<file path="config.mk">
export PLATFORM = sky130hd
export DESIGN_NAME = matrix_mult_engine_flat
export DESIGN_NICKNAME = d
export VERILOG_FILES = /design/src/rtl/matrix_mult_engine_if.sv /design/src/rtl/matrix_mult_engine.sv /design/src/flat_wrapper.sv
export SDC_FILE = /design/constraint.sdc
export NUM_CORES = 2
export LEC_CHECK = 0
export BUFFER_PORTS_ARGS = -buffer_cell sky130_fd_sc_hd__buf_2
export CORE_MARGIN = 2
export CORE_UTILIZATION = 39
export CTS_CLUSTER_DIAMETER = 80
export CTS_CLUSTER_SIZE = 16
export DETAILED_ROUTE_END_ITERATION = 8
export GPL_ROUTABILITY_DRIVEN = 0
export GPL_TIMING_DRIVEN = 1
export HOLD_SLACK_MARGIN = 0.12
export PLACE_DENSITY_LB_ADDON = 0.15
export SLEW_MARGIN = 20
export SYNTH_ARGS = -nofsm -noshare
export SYNTH_HDL_FRONTEND = slang
export SYNTH_SLANG_ARGS = --single-unit
</file>
<file path="constraint.sdc">
create_clock -name clk -period 17.9 [get_ports clk]
set_input_delay 2.685 -clock clk [delete_from_list [all_inputs] [get_ports clk]]
set_output_delay 2.685 -clock clk [all_outputs]
set_load 0.02 [all_outputs]
</file>
<file path="src/rtl/matrix_mult_engine_if.sv">
// Stream bundle between a host and the matrix multiply engine: operand write
// stream, result read stream and the busy flag.
interface matrix_mult_engine_if #(
  parameter int unsigned WIDTH        = 8,
  parameter int unsigned NUM_ELEMENTS = 4,
  parameter int unsigned MATRIX_WIDTH = 4,
  parameter int unsigned OUT_WIDTH    = 2 * WIDTH + $clog2(MATRIX_WIDTH)
);
  logic [NUM_ELEMENTS*WIDTH-1:0]     wdata;
  logic                              write_en;
  logic                              write_ready;
  logic [NUM_ELEMENTS*OUT_WIDTH-1:0] rdata;
  logic                              read_en;
  logic                              read_ready;
  logic                              busy;

  modport master (
    output wdata, write_en, read_en,
    input  write_ready, rdata, read_ready, busy
  );

  modport slave (
    input  wdata, write_en, read_en,
    output write_ready, rdata, read_ready, busy
  );
endinterface

</file>
<file path="src/rtl/matrix_mult_engine.sv">
// Square matrix multiplier C = A x B. A then B are streamed in row-major beats
// of NUM_ELEMENTS operands, NUM_ELEMENTS MAC lanes compute one result beat per
// N cycles, and C is streamed back out with full-precision elements.
module matrix_mult_engine #(
  parameter int unsigned WIDTH        = 8,
  parameter int unsigned NUM_ELEMENTS = 4,
  parameter int unsigned MATRIX_WIDTH = 4,
  parameter int unsigned SIGNED       = 0,
  parameter int unsigned OUT_WIDTH    = 2 * WIDTH + $clog2(MATRIX_WIDTH)
) (
  input  logic                 clk,
  input  logic                 reset,
  matrix_mult_engine_if.slave  bus
);

  localparam int unsigned NE     = NUM_ELEMENTS;
  localparam int unsigned N      = MATRIX_WIDTH;
  localparam int unsigned BPR    = N / NE;
  localparam int unsigned BEATS  = N * N / NE;
  localparam int unsigned ELEMS  = N * N;
  localparam int unsigned BEAT_W = (BEATS > 1) ? $clog2(BEATS) : 1;
  localparam int unsigned EL_W   = (ELEMS > 1) ? $clog2(ELEMS) : 1;
  localparam int unsigned K_W    = (N > 1) ? $clog2(N) : 1;
  localparam int unsigned JB_W   = (BPR > 1) ? $clog2(BPR) : 1;

  typedef enum logic [1:0] {
    S_LOAD_A  = 2'd0,
    S_LOAD_B  = 2'd1,
    S_COMPUTE = 2'd2,
    S_DRAIN   = 2'd3
  } state_e;

  state_e                       state_q, state_d;
  logic [BEAT_W-1:0]            wr_cnt_q, wr_cnt_d;
  logic [BEAT_W-1:0]            rd_ptr_q, rd_ptr_d;
  logic [K_W-1:0]               i_q, i_d;
  logic [K_W-1:0]               k_q, k_d;
  logic [JB_W-1:0]              jb_q, jb_d;
  logic [OUT_WIDTH-1:0]         acc_q [NE];
  logic [OUT_WIDTH-1:0]         acc_d [NE];
  logic                         write_ready_q, write_ready_d;
  logic                         read_ready_q, read_ready_d;
  logic                         busy_q, busy_d;
  logic [NE*OUT_WIDTH-1:0]      rdata_q, rdata_d;

  logic [WIDTH-1:0]             a_mem [ELEMS];
  logic [WIDTH-1:0]             b_mem [ELEMS];
  logic [OUT_WIDTH-1:0]         c_mem [ELEMS];

  logic                         wr_acc, rd_acc;
  logic                         a_we, b_we, c_we;
  logic [BEAT_W-1:0]            c_idx;
  logic [NE*OUT_WIDTH-1:0]      c_beat;
  logic [EL_W-1:0]              a_idx;
  logic [EL_W-1:0]              b_idx [NE];
  logic [OUT_WIDTH-1:0]         a_ext;
  logic [OUT_WIDTH-1:0]         b_ext [NE];
  logic [OUT_WIDTH-1:0]         sum   [NE];

  assign wr_acc = bus.write_en & write_ready_q;
  assign rd_acc = bus.read_en & read_ready_q;

  assign bus.write_ready = write_ready_q;
  assign bus.read_ready  = read_ready_q;
  assign bus.busy        = busy_q;
  assign bus.rdata       = rdata_q;

  // Widen an operand to the result width; modular arithmetic at OUT_WIDTH is exact.
  function automatic logic [OUT_WIDTH-1:0] ext(input logic [WIDTH-1:0] x);
    logic sx;
    sx = (SIGNED != 0) ? x[WIDTH-1] : 1'b0;
    return {{(OUT_WIDTH-WIDTH){sx}}, x};
  endfunction

  // Next-state, MAC datapath and registered-output next values.
  always_comb begin
    state_d  = state_q;
    wr_cnt_d = wr_cnt_q;
    rd_ptr_d = rd_ptr_q;
    i_d      = i_q;
    k_d      = k_q;
    jb_d     = jb_q;
    acc_d    = acc_q;
    a_we     = 1'b0;
    b_we     = 1'b0;
    c_we     = 1'b0;
    c_beat   = '0;
    c_idx    = BEAT_W'(BEAT_W'(i_q) * BEAT_W'(BPR) + BEAT_W'(jb_q));
    a_idx    = EL_W'(EL_W'(i_q) * EL_W'(N) + EL_W'(k_q));
    a_ext    = ext(a_mem[a_idx]);
    for (int e = 0; e < int'(NE); e++) begin
      b_idx[e] = EL_W'(EL_W'(k_q) * EL_W'(N) + EL_W'(jb_q) * EL_W'(NE) + EL_W'(e));
      b_ext[e] = ext(b_mem[b_idx[e]]);
      sum[e]   = ((k_q == '0) ? '0 : acc_q[e]) + OUT_WIDTH'(a_ext * b_ext[e]);
    end

    case (state_q)
      S_LOAD_A: begin
        if (wr_acc) begin
          a_we = 1'b1;
          if (wr_cnt_q == BEAT_W'(BEATS - 1)) begin
            wr_cnt_d = '0;
            state_d  = S_LOAD_B;
          end else begin
            wr_cnt_d = wr_cnt_q + BEAT_W'(1);
          end
        end
      end
      S_LOAD_B: begin
        if (wr_acc) begin
          b_we = 1'b1;
          if (wr_cnt_q == BEAT_W'(BEATS - 1)) begin
            wr_cnt_d = '0;
            state_d  = S_COMPUTE;
            i_d      = '0;
            jb_d     = '0;
            k_d      = '0;
          end else begin
            wr_cnt_d = wr_cnt_q + BEAT_W'(1);
          end
        end
      end
      S_COMPUTE: begin
        acc_d = sum;
        for (int e = 0; e < int'(NE); e++) begin
          c_beat[e*OUT_WIDTH +: OUT_WIDTH] = sum[e];
        end
        if (k_q == K_W'(N - 1)) begin
          c_we = 1'b1;
          k_d  = '0;
          if (jb_q == JB_W'(BPR - 1)) begin
            jb_d = '0;
            if (i_q == K_W'(N - 1)) begin
              i_d     = '0;
              state_d = S_DRAIN;
            end else begin
              i_d = i_q + K_W'(1);
            end
          end else begin
            jb_d = jb_q + JB_W'(1);
          end
        end else begin
          k_d = k_q + K_W'(1);
        end
      end
      S_DRAIN: begin
        if (rd_acc) begin
          if (rd_ptr_q == BEAT_W'(BEATS - 1)) begin
            rd_ptr_d = '0;
            state_d  = S_LOAD_A;
          end else begin
            rd_ptr_d = rd_ptr_q + BEAT_W'(1);
          end
        end
      end
      default: state_d = S_LOAD_A;
    endcase

    write_ready_d = (state_d == S_LOAD_A) || (state_d == S_LOAD_B);
    read_ready_d  = (state_d == S_DRAIN);
    busy_d        = (state_d == S_COMPUTE) || (state_d == S_DRAIN);
    rdata_d       = '0;
    if (state_d == S_DRAIN) begin
      // Forward a result beat that is being written on this same edge.
      if (c_we && (c_idx == rd_ptr_d)) begin
        rdata_d = c_beat;
      end else begin
        for (int e = 0; e < int'(NE); e++) begin
          rdata_d[e*OUT_WIDTH +: OUT_WIDTH] =
            c_mem[EL_W'(EL_W'(rd_ptr_d) * EL_W'(NE) + EL_W'(e))];
        end
      end
    end
  end

  // Control state, counters, accumulators and output registers.
  always_ff @(posedge clk or negedge reset) begin
    if (!reset) begin
      state_q       <= S_LOAD_A;
      wr_cnt_q      <= '0;
      rd_ptr_q      <= '0;
      i_q           <= '0;
      k_q           <= '0;
      jb_q          <= '0;
      write_ready_q <= 1'b0;
      read_ready_q  <= 1'b0;
      busy_q        <= 1'b0;
      rdata_q       <= '0;
      for (int e = 0; e < int'(NE); e++) begin
        acc_q[e] <= '0;
      end
    end else begin
      state_q       <= state_d;
      wr_cnt_q      <= wr_cnt_d;
      rd_ptr_q      <= rd_ptr_d;
      i_q           <= i_d;
      k_q           <= k_d;
      jb_q          <= jb_d;
      write_ready_q <= write_ready_d;
      read_ready_q  <= read_ready_d;
      busy_q        <= busy_d;
      rdata_q       <= rdata_d;
      acc_q         <= acc_d;
    end
  end

  // Operand and result storage; contents are don't-care after reset.
  always_ff @(posedge clk) begin
    for (int e = 0; e < int'(NE); e++) begin
      if (a_we) begin
        a_mem[EL_W'(EL_W'(wr_cnt_q) * EL_W'(NE) + EL_W'(e))] <= bus.wdata[e*WIDTH +: WIDTH];
      end
      if (b_we) begin
        b_mem[EL_W'(EL_W'(wr_cnt_q) * EL_W'(NE) + EL_W'(e))] <= bus.wdata[e*WIDTH +: WIDTH];
      end
      if (c_we) begin
        c_mem[EL_W'(EL_W'(c_idx) * EL_W'(NE) + EL_W'(e))] <= c_beat[e*OUT_WIDTH +: OUT_WIDTH];
      end
    end
  end

endmodule

</file>
<file path="src/flat_wrapper.sv">
// flat-port wrapper written by rule: the top's interface ports become plain ports
module matrix_mult_engine_flat 
#(
  parameter int unsigned WIDTH        = 8,
  parameter int unsigned NUM_ELEMENTS = 4,
  parameter int unsigned MATRIX_WIDTH = 4,
  parameter int unsigned SIGNED       = 0,
  parameter int unsigned OUT_WIDTH    = 2 * WIDTH + $clog2(MATRIX_WIDTH)
)
  (clk, reset, bus_wdata, bus_write_en, bus_read_en, bus_write_ready, bus_rdata, bus_read_ready, bus_busy);
  matrix_mult_engine_if #(.WIDTH(WIDTH), .NUM_ELEMENTS(NUM_ELEMENTS), .MATRIX_WIDTH(MATRIX_WIDTH), .OUT_WIDTH(OUT_WIDTH)) bus_i ();
  input  logic clk;
  input  logic reset;
  input wire logic [$bits(bus_i.wdata)-1:0] bus_wdata;
  input wire logic [$bits(bus_i.write_en)-1:0] bus_write_en;
  input wire logic [$bits(bus_i.read_en)-1:0] bus_read_en;
  output wire logic [$bits(bus_i.write_ready)-1:0] bus_write_ready;
  output wire logic [$bits(bus_i.rdata)-1:0] bus_rdata;
  output wire logic [$bits(bus_i.read_ready)-1:0] bus_read_ready;
  output wire logic [$bits(bus_i.busy)-1:0] bus_busy;
  assign bus_i.wdata = bus_wdata;
  assign bus_i.write_en = bus_write_en;
  assign bus_i.read_en = bus_read_en;
  assign bus_write_ready = bus_i.write_ready;
  assign bus_rdata = bus_i.rdata;
  assign bus_read_ready = bus_i.read_ready;
  assign bus_busy = bus_i.busy;
  matrix_mult_engine #(.WIDTH(WIDTH), .NUM_ELEMENTS(NUM_ELEMENTS), .MATRIX_WIDTH(MATRIX_WIDTH), .SIGNED(SIGNED), .OUT_WIDTH(OUT_WIDTH)) u_core (.clk(clk), .reset(reset), .bus(bus_i));
endmodule
</file>
# After elaboration in Yosys (flattened, before gate mapping)
# Memories as Yosys holds them, arrays and structs flattened.
# Cells that the tools add are included.
# W data, S select, Z words.
# totals
inputBits	36
output_inout_bits	75
wordCells	119
regBits	158
mem_bits_rw	544
memories	3
# classes
addsub	24
n_mul	4
n_reduce_logical	12
n_eq_ne	15
bitwise_logic	2
muxes	45
# memory_table
memory	words	word_bits	rd	rd_ports_with_merged_regs	write_ports	line	source
u_core.c_mem	16	18	4	0	4	matrix_mult_engine.sv:48	logic [OUT_WIDTH-1:0] c_mem [ELEMS];
u_core.a_mem	16	8	1	0	4	matrix_mult_engine.sv:46	logic [WIDTH-1:0] a_mem [ELEMS];
u_core.b_mem	16	8	4	0	4	matrix_mult_engine.sv:47	logic [WIDTH-1:0] b_mem [ELEMS];
# ops
cell	count
$mux W72	3
$add A18 B16 Y18	4
$mux W18	4
$mul A8 B8 Y16	4
$mux W2	19
$add A4 B2 Y4 const B	8
$add A4 B1 Y4 const B	4
$eq A2 B2 Y1 const B	8
$mux W1	15
$add A2 B1 Y2 const B	4
$pmux W2 S2	2
$pmux W2 S4	1
$logic_not A2 Y1	3
$ne A2 B1 Y1 const B	3
$reduce_and A5 Y1	1
$add A4 B2 Y4	1
$add A4 B3 Y4	1
$eq A2 B1 Y1 const B	2
$reduce_and A4 Y1	1
$reduce_and A3 Y1	1
$add A2 B1 Y2	1
$and A1 B1 Y1	2
$eq A2 B2 Y1	1
$logic_or A1 B1 Y1	2
7 further kinds	7

# Longest topological paths before layout
# depth
ltp_word	8
mapped_depth	26
depth_no_buf	21

# Worst setup path after synthesis
# OpenSTA, ideal clock, no wires.
# synth_path
path_type	register to register
start	register u_core.k_q[0]
end	memory u_core.c_mem[11][15] in the netlist's numbering (data pin)
path_slack_ps	11498
stages_incl_launch_ff	25
setup_ps	263
path_buffers	7
required_ps	17637
period_less_slack_ps	6402
t_arrival_ps	6139
path_cell_list	dfrtp_1 buf_4 buf_4 buf_4 buf_4 clkinv_1 buf_2 ha_1 clkbuf_1 clkbuf_1 nand2b_1 fa_1 inv_1 fa_1 inv_1 fa_1 fa_1 inv_1 ha_1 and3_1 a221oi_1 o21ai_0 a31oi_1 xnor2_1 and2_1
# synth_rtl
element	line	source
start: declaration	matrix_mult_engine.sv:37	logic [K_W-1:0] k_q, k_d;
start signal: assignment	matrix_mult_engine.sv:197	k_q <= k_d;
end: declaration	matrix_mult_engine.sv:48	

==> reports/metrics.cfg <==
[grt]
first_global_vias = 25400
grt_max_degree = 89
grt_usage_pct = 21.2
grt_pass1_wl_um = 159000
grt_overflow = 0
antenna_found_initial = 6

[finish]
final_common_cell = edfxtp_1
syn2layout_area_growth_pct = 9.76
multi_input_area_um2 = 15800
layout_common_cells = edfxtp_1 (544), nand2_1 (501), inv_1 (347)
n_fill_cell = 8925
regArea_um2 = 20300
nets = 3682
drive_above_1_share_pct = 10.3

[critical_path]
cp_slowest_cell = clkinv_1
crit_fanout = 43
worstPathCellList = buf_4 -> clkinv_1 -> ha_2 -> buf_4 -> nand2b_1 -> fa_1 -> inv_1 -> fa_1 -> inv_1 -> fa_1 -> fa_1 -> inv_1 -> ha_1 -> and3_1 -> a221oi_1 -> o21ai_0 -> a31oi_1 -> xnor2_1 -> and2_1
crit_top_cell = fa_1
arrival_ns = 8.42
worst_ep_required_time_ns = 18.28
critical_path_class = flip-flop to flip-flop
endpoint_kind = flip-flop
crit_path_start_kind = flip-flop
cp_slowest_stage_delay_ns = 0.80
r2r_slack_ns = 9.86

[logic_synthesis]
ys_ff_latch = 701
synth_cell_type_count = 72
synth_ff_type = edfxtp_1
syn_area_um2 = 37900
synth_warnings = 0
async_flop_share_pct = 22.4
synth-edff-count = 544
syn_inst = 3201
syn_nets = 3612
synth_area_per_cell_um2 = 11.8
ys_seq_area_share_pct = 53.4

[routing]
vias = 24400
wl_per_cell_um = 22.6
firstDrtPassIters = 5
via_per_inst = 5.30
drc_errors = 0
drt_iter0_markers = 2027
wirelength_um = 104000
ant_nets = 0

[clock_network]
clk_latency_ns = 0.64
cts_resized = 0
ctsHoldBuffers = 0
path_clk_slew_ns = 0.07
clock_sinks = 701
h-tree-depth = 2
numCtsBuffers = 54
cts_tree = built
root_buffer = clkbuf_16
clockBufferDepth = 3
cts_setup_buffers = 0

[timing]
period_share_pct = 44.9
fin_crit_ns = 8.04
relSlewSlack_pct = 25.1
tightest_slew_ns = 1.12
max_clock_freq_mhz = 124
hold_viol = 0
slew_viol_final = 0
rsz0062_at_grt = no
setup_violations = 0
layout_setup_ws_ns = 9.86
tns_ns = 0
fin_hold_ws_ns = 0.477
skew_ns = 0.0359

[placement]
place_ws_ns = 9.72
numPortBuffers = 110
dpl.hpwl_um = 67300

[floorplan]
die_y_um = 316
die-area_um2 = 99700
core_area_um2 = 96600
start_util_pct = 39.3
io_pins = 111
row_count = 114
die_w_um = 316

[run_status]
outcome = finished, final reports clean

[flow_run]
maxCapViolCount = 0

[worst_hold_path]
hp-class = flip-flop to flip-flop

-- worst paths after layout --
check / end / cells past startpoint / from
setup / recovery: u_core.c_mem[3][15] / 19 / u_core.k_q[0]
hold / removal: u_core.acc_q[36] / 1 / u_core.acc_q[36]
setup reg to reg: u_core.c_mem[3][15] / 19 / u_core.k_q[0]
hold reg to reg: u_core.acc_q[36] / 1 / u_core.acc_q[36]
max in group asynchronous: u_core.k_q[0] / 2 / reset
min in group asynchronous: u_core.bus.rdata[24] / 1 / reset
-- per-layer routing --
metal  part of all wire, %  global-route usage, %
met5                 0.022                      0
met4                   2.3                   5.44
met3                   6.5                   3.80
met2                    46                   33.7
met1                    45                   30.0
-- registers in the layout (all words and copies together), names as in the netlist --
register	flops
u_core.bus.write_ready	1
u_core.rd_ptr_q	2
u_core.state_q	2
u_core.bus.busy	1
u_core.b_mem	128
u_core.i_q	2
u_core.a_mem	128
u_core.bus.rdata	72
u_core.acc_q	72
u_core.bus.read_ready	1
u_core.wr_cnt_q	2
u_core.k_q	2
u_core.c_mem	288
-- synth_stat cells (all sizes together), types with 3 or more instances --
| library cell | n | share of area (%) |
|---|---|---|
| edfxtp | 544 | 43 |
| nand2 | 502 | 5.0 |
| inv | 350 | 3.5 |
| nand3 | 240 | 3.2 |
| fa | 200 | 11 |
| ha | 175 | 5.8 |
| dfrtp | 157 | 10 |
| nor2 | 133 | 1.3 |
| clkbuf | 111 | 1.1 |
| and2 | 110 | 1.8 |
| a21oi | 94 | 1.3 |
| a21o | 73 | 1.4 |
| o21ai | 51 | 0.67 |
| mux4 | 50 | 3.0 |
| nand2b | 43 | 0.71 |
| nor2b | 43 | 0.71 |
| mux2 | 34 | 1.0 |
| buf | 31 | 0.42 |
| nor3 | 27 | 0.36 |
| o21a | 23 | 0.46 |
| and3 | 20 | 0.33 |
| xnor2 | 20 | 0.46 |
| mux2i | 16 | 0.42 |
| xor2 | 16 | 0.37 |
| a31oi | 15 | 0.25 |
| or3 | 15 | 0.25 |
| or2 | 11 | 0.18 |
| o211ai | 10 | 0.20 |
| nand4 | 9 | 0.15 |
| and4 | 8 | 0.18 |
| a211oi | 6 | 0.12 |
| a221oi | 5 | 0.12 |
| a211o | 4 | 0.092 |
| a22o | 4 | 0.092 |
| nand3b | 4 | 0.079 |
| nand4b | 4 | 0.092 |
| o41ai | 4 | 0.092 |
| a311oi | 3 | 0.069 |
| o22ai | 3 | 0.049 |
-- cell type report --
type / instances / area share, %
antenna: 2 / 0.0120
clock buffer: 90 / 3.72
clock inverter: 11 / 0.268
inverter: 351 / 3.18
multi-input combinational: 2007 / 38.1
sequential: 701 / 48.7
tap: 1276 / 3.84
timing repair buffer: 156 / 2.22
-- worst max-delay path, delay by kind of cell (launching register included) --
family	cells	cell delay [ns]
AOI/OAI and AO/OA	3	1.20
xor gates and xnor gates	1	0.12
adders and majority gates	6	3.05
buffers and inverters	6	2.03
DFF	1	0.70
and+or+nand+nor	3	0.64
-- per-stage QoR --
step	instances	area, um2	util [%]
after floorplan	3201	37900	-
after global placement	4490	39900	41.3
after detailed placement	4490	39900	41.3
after CTS	4591	41600	43.1
after global routing	4593	41600	43.1
final	4594	41600	43.1
-- cell families after synthesis --
group | Yosys count | synth area share [%]
xor+xnor | 36 | 0.831
simple gates | 1174 | 14.4
mux | 100 | 4.40
compound gates | 322 | 5.57
flops | 701 | 53.4
buf+inv | 493 | 5.00
fa+ha+maj | 375 | 16.3
Power is left out: the tool's default activity adds up to more than one toggle a clock period on the data nets, which glitch-free logic cannot reach.
